--- config.mk ---
export PLATFORM = sky130hd
export DESIGN_NAME = speed_meter
export DESIGN_NICKNAME = d
export VERILOG_FILES = /design/src/rtl/speed_meter.sv
export SDC_FILE = /design/constraint.sdc
export NUM_CORES = 1
export LEC_CHECK = 0
export ABC_AREA = 1
export BUFFER_PORTS_ARGS = -buffer_cell sky130_fd_sc_hd__clkbuf_2
export CAP_MARGIN = 20
export CORE_MARGIN = 2
export CORE_UTILIZATION = 50
export DETAILED_ROUTE_END_ITERATION = 8
export GPL_ROUTABILITY_DRIVEN = 0
export PLACE_DENSITY_LB_ADDON = 0.25
export SETUP_SLACK_MARGIN = 0.4
export SYNTH_ARGS = -nofsm -noshare
export SYNTH_HDL_FRONTEND = slang
export SYNTH_SLANG_ARGS = --single-unit
--- constraint.sdc ---
create_clock -name clk -period 6.5 [get_ports clk]
set_input_delay 1.3 -clock clk [delete_from_list [all_inputs] [get_ports clk]]
set_output_delay 1.3 -clock clk [all_outputs]
set_load 0.02 [all_outputs]
--- src/rtl/speed_meter.sv ---
// Bike-computer speed block: measures reed-pulse intervals in en-ticks and obtains the speed
// from a shared divider through a req/start/busy/ready handshake, with watchdog and saturation.
module speed_meter #(
    parameter int               WIDTH     = 16,
    parameter int               SPEED_W   = 12,
    parameter logic [15:0]      CONST     = 16'h49BA,
    parameter int               SPEED_MAX = 99,
    parameter int               MIN_TICKS = 4,
    parameter logic [WIDTH-1:0] TIMEOUT   = 16'hFFFF,
    parameter int               DIV_WDOG  = 255
) (
    input  logic               clk,
    input  logic               rst,
    input  logic               en,
    input  logic               reed,
    input  logic [7:0]         circ,
    input  logic               start,
    input  logic               clear_max,
    input  logic               busy,
    input  logic               ready,
    input  logic [WIDTH-1:0]   dividerres,
    output logic               div_req,
    output logic               div_start,
    output logic [WIDTH-1:0]   dividend,
    output logic [WIDTH-1:0]   divisor,
    output logic [SPEED_W-1:0] speed,
    output logic [SPEED_W-1:0] max_speed,
    output logic               valid,
    output logic               stopped,
    output logic               err
);
    localparam int CW   = WIDTH + 8;
    localparam int WD_W = $clog2(DIV_WDOG + 1);

    typedef enum logic [1:0] {IDLE, WAIT_FREE, LAUNCH, WAIT_RES} state_t;

    state_t             state_reg, state_next;
    logic [WIDTH-1:0]   cnt_reg, tim_reg;
    logic               reed_q, stopped_reg;
    logic [CW-1:0]      cico_reg;
    logic [WD_W-1:0]    wdog_reg;
    logic [SPEED_W-1:0] speed_reg, speed_next, max_reg, max_next, sat_speed;
    logic               valid_reg, valid_next, err_reg, err_next;
    logic               div_req_reg, div_req_next, div_start_reg, div_start_next;
    logic [WIDTH-1:0]   dividend_reg, dividend_next, divisor_reg, divisor_next;
    logic               reed_rise, wdog_hit, upper_nz;

    assign reed_rise = reed & ~reed_q;

    // Interval counter; a reed edge arriving after standstill restarts timing with tim=0.
    always_ff @(posedge clk) begin
        if (rst) begin
            cnt_reg     <= '0;
            tim_reg     <= '0;
            reed_q      <= 1'b0;
            stopped_reg <= 1'b0;
        end else begin
            reed_q <= reed;
            if (reed_rise && cnt_reg >= WIDTH'(MIN_TICKS)) begin
                tim_reg     <= (cnt_reg == TIMEOUT) ? '0 : cnt_reg;
                cnt_reg     <= '0;
                stopped_reg <= 1'b0;
            end else begin
                if (en && cnt_reg != TIMEOUT)
                    cnt_reg <= cnt_reg + 1'b1;
                if (cnt_reg == TIMEOUT) begin
                    stopped_reg <= 1'b1;
                    tim_reg     <= '0;
                end
            end
        end
    end

    always_ff @(posedge clk) begin
        if (rst)
            wdog_reg <= '0;
        else if (state_reg == LAUNCH || state_reg == WAIT_RES)
            wdog_reg <= wdog_reg + 1'b1;
        else
            wdog_reg <= '0;
    end

    assign wdog_hit = (wdog_reg == WD_W'(DIV_WDOG - 1));
    assign upper_nz = |dividerres[WIDTH-1:SPEED_W];
    assign sat_speed = (upper_nz || dividerres[SPEED_W-1:0] > SPEED_W'(SPEED_MAX))
                       ? SPEED_W'(SPEED_MAX) : dividerres[SPEED_W-1:0];

    always_comb begin
        state_next     = state_reg;
        speed_next     = speed_reg;
        max_next       = clear_max ? '0 : max_reg;
        valid_next     = valid_reg;
        err_next       = err_reg;
        div_req_next   = div_req_reg;
        div_start_next = div_start_reg;
        dividend_next  = dividend_reg;
        divisor_next   = divisor_reg;
        case (state_reg)
            IDLE: begin
                if (start) begin
                    err_next = 1'b0;
                    if (tim_reg == '0) begin
                        speed_next = '0;
                        valid_next = 1'b1;
                    end else begin
                        valid_next   = 1'b0;
                        div_req_next = 1'b1;
                        state_next   = WAIT_FREE;
                    end
                end
            end
            WAIT_FREE: begin
                if (!busy) begin
                    dividend_next  = cico_reg[WIDTH+7:8];
                    divisor_next   = tim_reg;
                    div_start_next = 1'b1;
                    state_next     = LAUNCH;
                end
            end
            LAUNCH: begin
                if (wdog_hit) begin
                    div_start_next = 1'b0;
                    div_req_next   = 1'b0;
                    err_next       = 1'b1;
                    valid_next     = 1'b1;
                    state_next     = IDLE;
                end else if (busy) begin
                    div_start_next = 1'b0;
                    state_next     = WAIT_RES;
                end
            end
            WAIT_RES: begin
                // A result arriving on the watchdog's last cycle still wins.
                if (ready) begin
                    speed_next   = sat_speed;
                    valid_next   = 1'b1;
                    div_req_next = 1'b0;
                    if (sat_speed > max_next)
                        max_next = sat_speed;
                    state_next   = IDLE;
                end else if (wdog_hit) begin
                    div_start_next = 1'b0;
                    div_req_next   = 1'b0;
                    err_next       = 1'b1;
                    valid_next     = 1'b1;
                    state_next     = IDLE;
                end
            end
            default: state_next = IDLE;
        endcase
    end

    always_ff @(posedge clk) begin
        if (rst) begin
            state_reg     <= IDLE;
            cico_reg      <= CW'(circ) * CW'(CONST);
            speed_reg     <= '0;
            max_reg       <= '0;
            valid_reg     <= 1'b0;
            err_reg       <= 1'b0;
            div_req_reg   <= 1'b0;
            div_start_reg <= 1'b0;
            dividend_reg  <= '0;
            divisor_reg   <= '0;
        end else begin
            state_reg     <= state_next;
            speed_reg     <= speed_next;
            max_reg       <= max_next;
            valid_reg     <= valid_next;
            err_reg       <= err_next;
            div_req_reg   <= div_req_next;
            div_start_reg <= div_start_next;
            dividend_reg  <= dividend_next;
            divisor_reg   <= divisor_next;
        end
    end

    assign div_req   = div_req_reg;
    assign div_start = div_start_reg;
    assign dividend  = dividend_reg;
    assign divisor   = divisor_reg;
    assign speed     = speed_reg;
    assign max_speed = max_reg;
    assign valid     = valid_reg;
    assign stopped   = stopped_reg;
    assign err       = err_reg;
endmodule

# Word-level counts from Yosys, hierarchy flattened
# Index checks and enable logic that the tools add are counted.
# op_classes
n_addsub	2
multipliers	1
n_lt_le_gt_ge	3
eq_ne	15
mux	40
bitwise	4
n_reduce_logical	20
# ops
operator	count
$mux W12	8
$mux W16	3
$pmux W12 S2	1
$mul A8 B14 Y22 const B	1
$add A16 B1 Y16 const B	1
$eq A16 B16 Y1 const B	1
$ge A16 B3 Y1 const B	1
$logic_not A16 Y1	1
$mux W1	16
$ne A16 B16 Y1 const B	1
$mux W2	7
$ne A2 B2 Y1 const B	7
$gt A12 B12 Y1	1
$gt A12 B7 Y1 const B	1
$pmux W1 S3	4
$reduce_and A5 Y1	2
$add A8 B1 Y8 const B	1
$eq A8 B8 Y1 const B	1
$pmux W2 S4	1
$ne A3 B3 Y1 const B	2
$reduce_and A3 Y1	2
$reduce_bool A3 Y1	2
$eq A2 B2 Y1 const B	2
$reduce_and A2 Y1	2
other kinds (10)	16
# word_totals
register_bits	125
in_bits	32
output_inout_bits	61
wordCells	100

# Depth between registers and ports, before layout
# Gate-level depths: netlist of run 1.
# logic_depth
word_depth	7
depth_mapped	21
mapped_depth_nobuf	21

# Worst setup path after synthesis of run 1
# OpenSTA, ideal clock, no wires.
# synth_path
kind	input port to flip-flop
from	input port circ[5]
to	register cico_reg[18], data pin
setup_time_ps	269
arrival_time_ps	4749
required_time_ps	6231
path_slack_ps	1482
cell_stages	14
n_path_buf	0
path_cell_list	fa_1 -> inv_1 -> fa_1 -> inv_1 -> fa_1 -> fa_1 -> ha_1 -> nand2_1 -> a21oi_1 -> a211oi_1 -> o21ai_2 -> a21boi_0 -> o21ai_0 -> xor2_1
# synth_via
elab_chain_len	1
# synth_lines
item	line	rtl
from (decl)	16	input logic [7:0] circ,
$mul A8 B14 Y22	156	cico_reg <= CW'(circ) * CW'(CONST);
to (signal assigned)	156	
to (decl)	40	logic [CW-1:0] cico_reg;
# No other way between the ends.
# A chain may end at the register's enable or synchronous reset.

# Worst setup path in the final report of run 1
# Ends and elaborated chain as after synthesis.

==> reports/results.txt, run 1 <==
Int Pwr: 0.00169 W
DRT Wirelength: 15.1 mm
Hold path depth: 2
Initial antenna violation count: 0
Synthesized area: 6880 um2
Total congestion overflow: 0
Die H: 121 um
Flop pwr share: 34.6%
Sequential area share after synthesis: 36.5%
Clock network power share: 40.8%
DP Area: 7490 um2
Clock Latency Late Sink: 420 ps
Root Driver: clkbuf_16
HP Class: register to register
Crit path DAT: 5170 ps
Via/cell ratio: 5.03
Die ar.: 14700 um2
RSZ-0062 raised after global routing: no
Fmax: 0.199 GHz
Hold Worst Slack: 440 ps
DRT Pass-1 Iters: 5
Async SR Flop Fraction: 0%
Pwr/cell area: 295 nW/um2
Hpwl dp: 11.0 mm
Postcts setup bufs: 0
Layout Nets: 1089
Max_slew headroom: 41.7%
Synth Register Bits: 118
Combinational group share of total power: 24.6%
Antenna diodes: 0
Vias in the first global route: 5416
Area Growth Syn to Fin: 18.3%
Hold Buf Count CTS: 0
Leading cell types in the layout, fill and taps excluded: nand2_1, inv_1, a21oi_1
Largest fanout on the critical path: 6
Post-CTS sizing: 0
Worst path required time: 6650 ps
Period Utilization, post-route: 77.1%
CTS tree: built
Cts bufs inserted: 17
Setup Crit Path Kind: primary input to register
Reg2reg setup slack: 4260 ps
Initial Utilization: 51.6%
CTS sink cnt: 118
CP Launch Type: primary input
R2R depth: 12
Routed Antenna Nets: 0
CP Capture Type: register
Most common cell after layout, fill and taps aside: nand2_1
Power Total: 0.00240 W
Htree depth: 4
Fin. max-slew vios: 0
Vias: 5821
Post-layout util: 61.0%
Status: complete, no violations
Slew @ Worst Pin: 871 ps
Post-synth EDFFs: 15
GRT Resource Usage Total: 21.3%
IO Pins: 93
Die width: 121 um
Layout cells sized above 1: 15.2%
Final instance area: 8140 um2
Final Skew: 5.25 ps
Hold Fails Final Rpt: 0
Clock-pin slew on the worst setup and hold paths: 60 ps
PortBufs: 91
# DRC: 0
Setup violators final: 0
WL per Instance: 13.0 um
CTS Buffer Depth: 2
First-pass GRT wire length: 25.0 mm
Max-Cap Viols: 0
TNS Setup: 0 ps
Dominant synthesized flop cell: dfxtp_1
Core Region: 13300 um2
Largest net degree at the start of global routing: 81
Distinct cell type count of the synthesized netlist: 42
Post-Syn Instances: 871
Leakage power: 3.76 nW
Yosys warns: 0
Switching share of power: 29.5%
Rows: 42
Initial DRC Count: 400
Syn avg cell area: 7.90 um2
Min Tclk post-route: 5010 ps
Net switching power: 0.000710 W
Peak supply drop: 0.191 mV
==> worst paths after layout <==
| check | from | endpoint |
|---|---|---|
| max | circ[5] | cico_reg[18] |
| max reg2reg | max_speed[11] | max_speed[8] |
| min | speed[8] | speed[8] |
| min reg2reg | speed[8] | speed[8] |
==> layer usage <==
layer	wire length, um	vias to the layer above	GRT usage, %
met5	0	-	0
li1	-	3041	-
met4	157	0	6.68
met3	685	16	4.51
met2	6870	130	34.0
met1	7350	2634	28.9
==> kinds of logic after synthesis <==
group           share of synthesized area, %
simple gates                            22.3
buf+inv                                 8.56
compound gates                          11.4
flops                                   36.5
fa+ha+maj                               18.9
xor+xnor                                2.29
other cells                           0.0545
==> cell type report <==
type                            count  area, um2
Inverter                          128        480
Clock buffer                       21        482
Fill cell                        1216       5210
Tap cell                          176        220
Timing Repair Buffer               96        500
Clock inverter                     11        143
Multi-Input combinational cell    607       3800
Sequential cell                   118       2510
==> worst max-delay path, cell delays in order <==
cell and delay [ps]:
clkbuf_2 150, fa_1 550, inv_1 50, fa_1 490, inv_1 50, fa_1 560
fa_1 420, ha_1 370, nand2_1 90, a21oi_1 40, a211oi_1 230, o21ai_2 130
a21boi_0 340, o21ai_0 210, xor2_1 170
==> cell usage after synthesis (2+ instances only) <==
cell       instances  share of area [%]
or2_2              2               0.18
dfxtp_1          103                 30
fa_1              25                7.3
a31oi_1            3               0.27
o2111ai_1          2               0.25
nor2_2             3               0.27
nand4_1           14                1.3
nand3_2            3               0.44
o21ai_0           22                1.6
inv_1            126                6.9
xor2_1            16                2.0
clkbuf_1          17               0.93
nor3b_1            2               0.22
nor2_1            64                3.5
nand3_1           59                4.3
buf_4              4               0.44
nand2_1          177                9.7
xnor2_1            2               0.25
nor2_4             3               0.49
o21a_1             4               0.44
nor4_1             3               0.27
o21bai_1           4               0.44
a21oi_1          104                7.6
edfxtp_1          15                6.5
a21oi_2            2               0.25
ha_1              64                 12
nor3_1            11               0.80
nand2_2            3               0.27
==> stage by stage <==
stage,worst slack [ps],instances
floorplan,1480,876
global placement,1130,1123
detailed placement,1110,1123
CTS,1490,1155
global route,1270,1157
finish,1490,1157
==> power groups by stage <==
stage | clock (W) | combinational [W] | sequential, W
6_report | 0.000980 | 0.000590 | 0.000833
5_1_grt | 0.00102 | 0.000688 | 0.000837
4_1_cts | 0.000989 | 0.000594 | 0.000833
3_5_place_dp | 0 | 0.000588 | 0.000848
3_3_place_gp | 0 | 0.000577 | 0.000848
2_1_floorplan | 0 | 0.000459 | 0.000845
Power figures use the tool's default switching activity.
==> run 2: changes to the inputs <==
Settings changed: ABC_AREA 1 to 0.
Clock period 6.5 ns to 4.9 ns, I/O delays scaled along.
==> reports/results.txt, run 2 <==
Status: complete, no violations
Hold Buf Count CTS: 0 (unchanged)
Synth Register Bits: 118 (unchanged)
Footprint of the multi-input gates: 3830 um2 (+0.66%)
Cell Chain, Critical Path: clkbuf_2 -> ha_1 -> inv_1 -> fa_1 -> fa_1 -> inv_1 -> fa_1 -> ha_1 -> and3_1 -> a31oi_1 -> o21ai_0 -> or2_4 -> nand3_2 -> o21ai_1 -> xor2_1
Via/cell ratio: 5.17 (+2.8%)
Htree depth: 4 (unchanged)
Peak supply drop: 0.238 mV (+25%)
RSZ-0062 raised after global routing: no
Syn avg cell area: 9.24 um2 (+17%)
Setup violators final: 0 (unchanged)
Routed Antenna Nets: 0 (unchanged)
DRT Pass-1 Iters: 7 (+2)
Die H: 119 um (-1.8%)
Final Skew: 10.2 ps (+4.92 ps)
Post-synth EDFFs: 15 (unchanged)
Hpwl dp: 10.7 mm (-2.9%)
Post-CTS sizing: 0 (unchanged)
Clock-pin slew on the worst setup and hold paths: 50 ps (about the same)
Max_slew headroom: 27.8% (-14 points)
Vias in the first global route: 5084 (-6.1%)
Hold Fails Final Rpt: 0 (unchanged)
Crit path top cell by count: fa_1
First-pass GRT wire length: 23.6 mm (-5.6%)
Rows: 42 (unchanged)
Top post-synthesis cells by count: dfxtp_1, nand2_1, nor2_1
Min Tclk post-route: 4380 ps
TNS Setup: 0 ps (unchanged)
HP Class: register to register
Clock network power share: 36.6% (-4.2 points)
Delay-heaviest family, CP: adder cells
Antenna diodes: 0 (unchanged)
Largest fanout on the critical path: 6 (unchanged)
Count leader, synth: dfxtp_1
CP Capture Type: register
Area contributors post-synth: dfxtp_1, ha_1, fa_1
Dominant synthesized flop cell: dfxtp_1
Root Driver: clkbuf_16
Fin. max-slew vios: 0 (unchanged)
Area Growth Syn to Fin: 18.7%
Pwr/cell area: 393 nW/um2 (+33%)
Crit-path max cell delay: 550 ps (about the same)
Worst path required time: 5050 ps (-1600 ps)
Max-Cap Viols: 0 (unchanged)
Area share of the largest cell type after synthesis: 31.1% (+1.2 points)
Die width: 119 um (-1.8%)
Clock Latency Late Sink: 410 ps (about the same)
Dominant cell type by area after synthesis: dfxtp_1
IO Pins: 93 (unchanged)
Layout Nets: 935 (-14%)
WL per Instance: 13.7 um (+5.3%)
Placed Cells: 971 (-14%)
Buffers & Inverters on Critical Path: 3 (unchanged)
Period Utilization, post-route: 89.4%
Leakage power: 3.57 nW (-5.0%)
Worst setup margin: 519 ps (-968 ps)
CTS Buffer Depth: 2 (unchanged)
Vias: 5181 (-11%)
Synthesized area: 6620 um2 (-3.8%)
Flop pwr share: 35.9% (+1.3 points)
Fmax: 0.228 GHz
Power Total: 0.00309 W (+29%)
Initial Utilization: 50.6% (-0.94 points)
Layout cells sized above 1: 19.1% (+3.9 points)
Slew @ Worst Pin: 1080 ps (+208 ps)
Combinational group share of total power: 27.5% (+2.9 points)
Crit path DAT: 4530 ps (-640 ps)
Sequential area share after synthesis: 37.9% (+1.4 points)
Fillers: 1140 (-6.3%)
Sequential cell area: 2510 um2 (unchanged)
CTS tree: built
Largest net degree at the start of global routing: 42 (-48%)
Yosys warns: 0 (unchanged)
Postcts setup bufs: 0 (unchanged)
Initial antenna violation count: 0 (unchanged)
Net switching power: 0.000899 W (+27%)
PortBufs: 91 (unchanged)
CP max stage cell: fa_1
# DRC: 0 (unchanged)
Int Pwr: 0.00219 W (+29%)
GRT Resource Usage Total: 20.5% (-0.79 points)
DRT Wirelength: 13.7 mm (-8.8%)
Distinct cell type count of the synthesized netlist: 59 (+40%)
Async SR Flop Fraction: 0% (unchanged)
Leading cell types in the layout, fill and taps excluded: dfxtp_1, clkbuf_2, nand2_1
Total congestion overflow: 0 (unchanged)
Setup Crit Path Kind: primary input to register
CTS sink cnt: 118 (unchanged)
Switching share of power: 29.1% (-0.45 points)
CP Launch Type: primary input
Die ar.: 14200 um2 (-3.6%)
Post-route insts no fill: 1002 (-13%)
Cts bufs inserted: 17 (unchanged)
Most common cell after layout, fill and taps aside: dfxtp_1
Post-place setup slack: 11.8 ps (-1100 ps)
Initial DRC Count: 232 (-42%)
Post-Syn Instances: 717 (-18%)
Core Region: 13100 um2 (-2.0%)
[run 2: cell count changes in the layout (fill, tap and decap cells not counted), moves of 9 or more]
| cell | change |
|---|---|
| inv_1 | -64 |
| xnor2_1 | +10 |
| nor2b_1 | +10 |
| and3_1 | +9 |
| mux2i_1 | +16 |
| o21ai_0 | -15 |
| a21o_1 | +9 |
| nand3_1 | -40 |
| nand2_1 | -92 |
| a21oi_1 | -52 |
| nand2b_1 | +14 |
[run 2: power by group through the flow]
stage	Sequential (W)	Clock [W]	Combinational, W
6_report	0.00111	0.00113	0.000850
5_1_grt	0.00111	0.00121	0.000956
4_1_cts	0.00111	0.00116	0.000822
3_5_place_dp	0.00113	0	0.000817
3_3_place_gp	0.00113	0	0.000784
2_1_floorplan	0.00112	0	0.000641
[run 2: final cells by class]
type / instances / area share [%]
Multi-Input combinational cell: 517 / 48.7
Sequential cell: 118 / 32.0
Timing Repair Buffer: 98 / 6.59
Clock buffer: 22 / 6.03
Inverter: 62 / 2.96
Tap cell: 176 / 2.80
Clock inverter: 9 / 0.987
[run 2: worst reg2reg max path, delay by kind of cell, from the launching register on]
kind	cells	cell delay [ps]
compound gates	1	250
flops	1	350
simple gates	4	1970
[run 2: final timing paths]
kind,slack [ps],from,cells past startpoint,endpoint
worst max register to register,2250,cnt_reg[11],5,cnt_reg[5]
worst min register to register,450,dividend[2],2,dividend[2]
worst min-delay path,450,dividend[2],2,dividend[2]
worst max-delay path,520,circ[7],15,cico_reg[20]
[run 2: per-stage QoR]
stage	cell area, um2	hold WS [ps]	util (%)
after floorplan	6670	444	-
after global placement	7260	442	55.5
after detailed placement	7280	447	55.6
after CTS	7830	454	59.8
after global routing	7860	473	60.1
final	7860	454	60.1
[run 2: kinds of logic after synthesis]
kind of cell	Yosys count	synth area share [%]
adder cells (fa/ha/maj)	89	19.6
flip-flops	118	37.9
other	1	0.0566
AO/OA/AOI/OAI	103	10.4
multiplexers	16	2.42
AND/OR/NAND/NOR	268	19.6
buffers and inverters	87	5.38
XOR/XNOR	35	4.63
[run 2: routing by layer]
metal	vias to the layer above	wire, um	global-route usage [%]
met5	-	0	0
met4	0	176	7.37
met3	13	583	5.60
met2	120	6440	33.0
met1	2433	6540	26.4
li1	2615	-	-
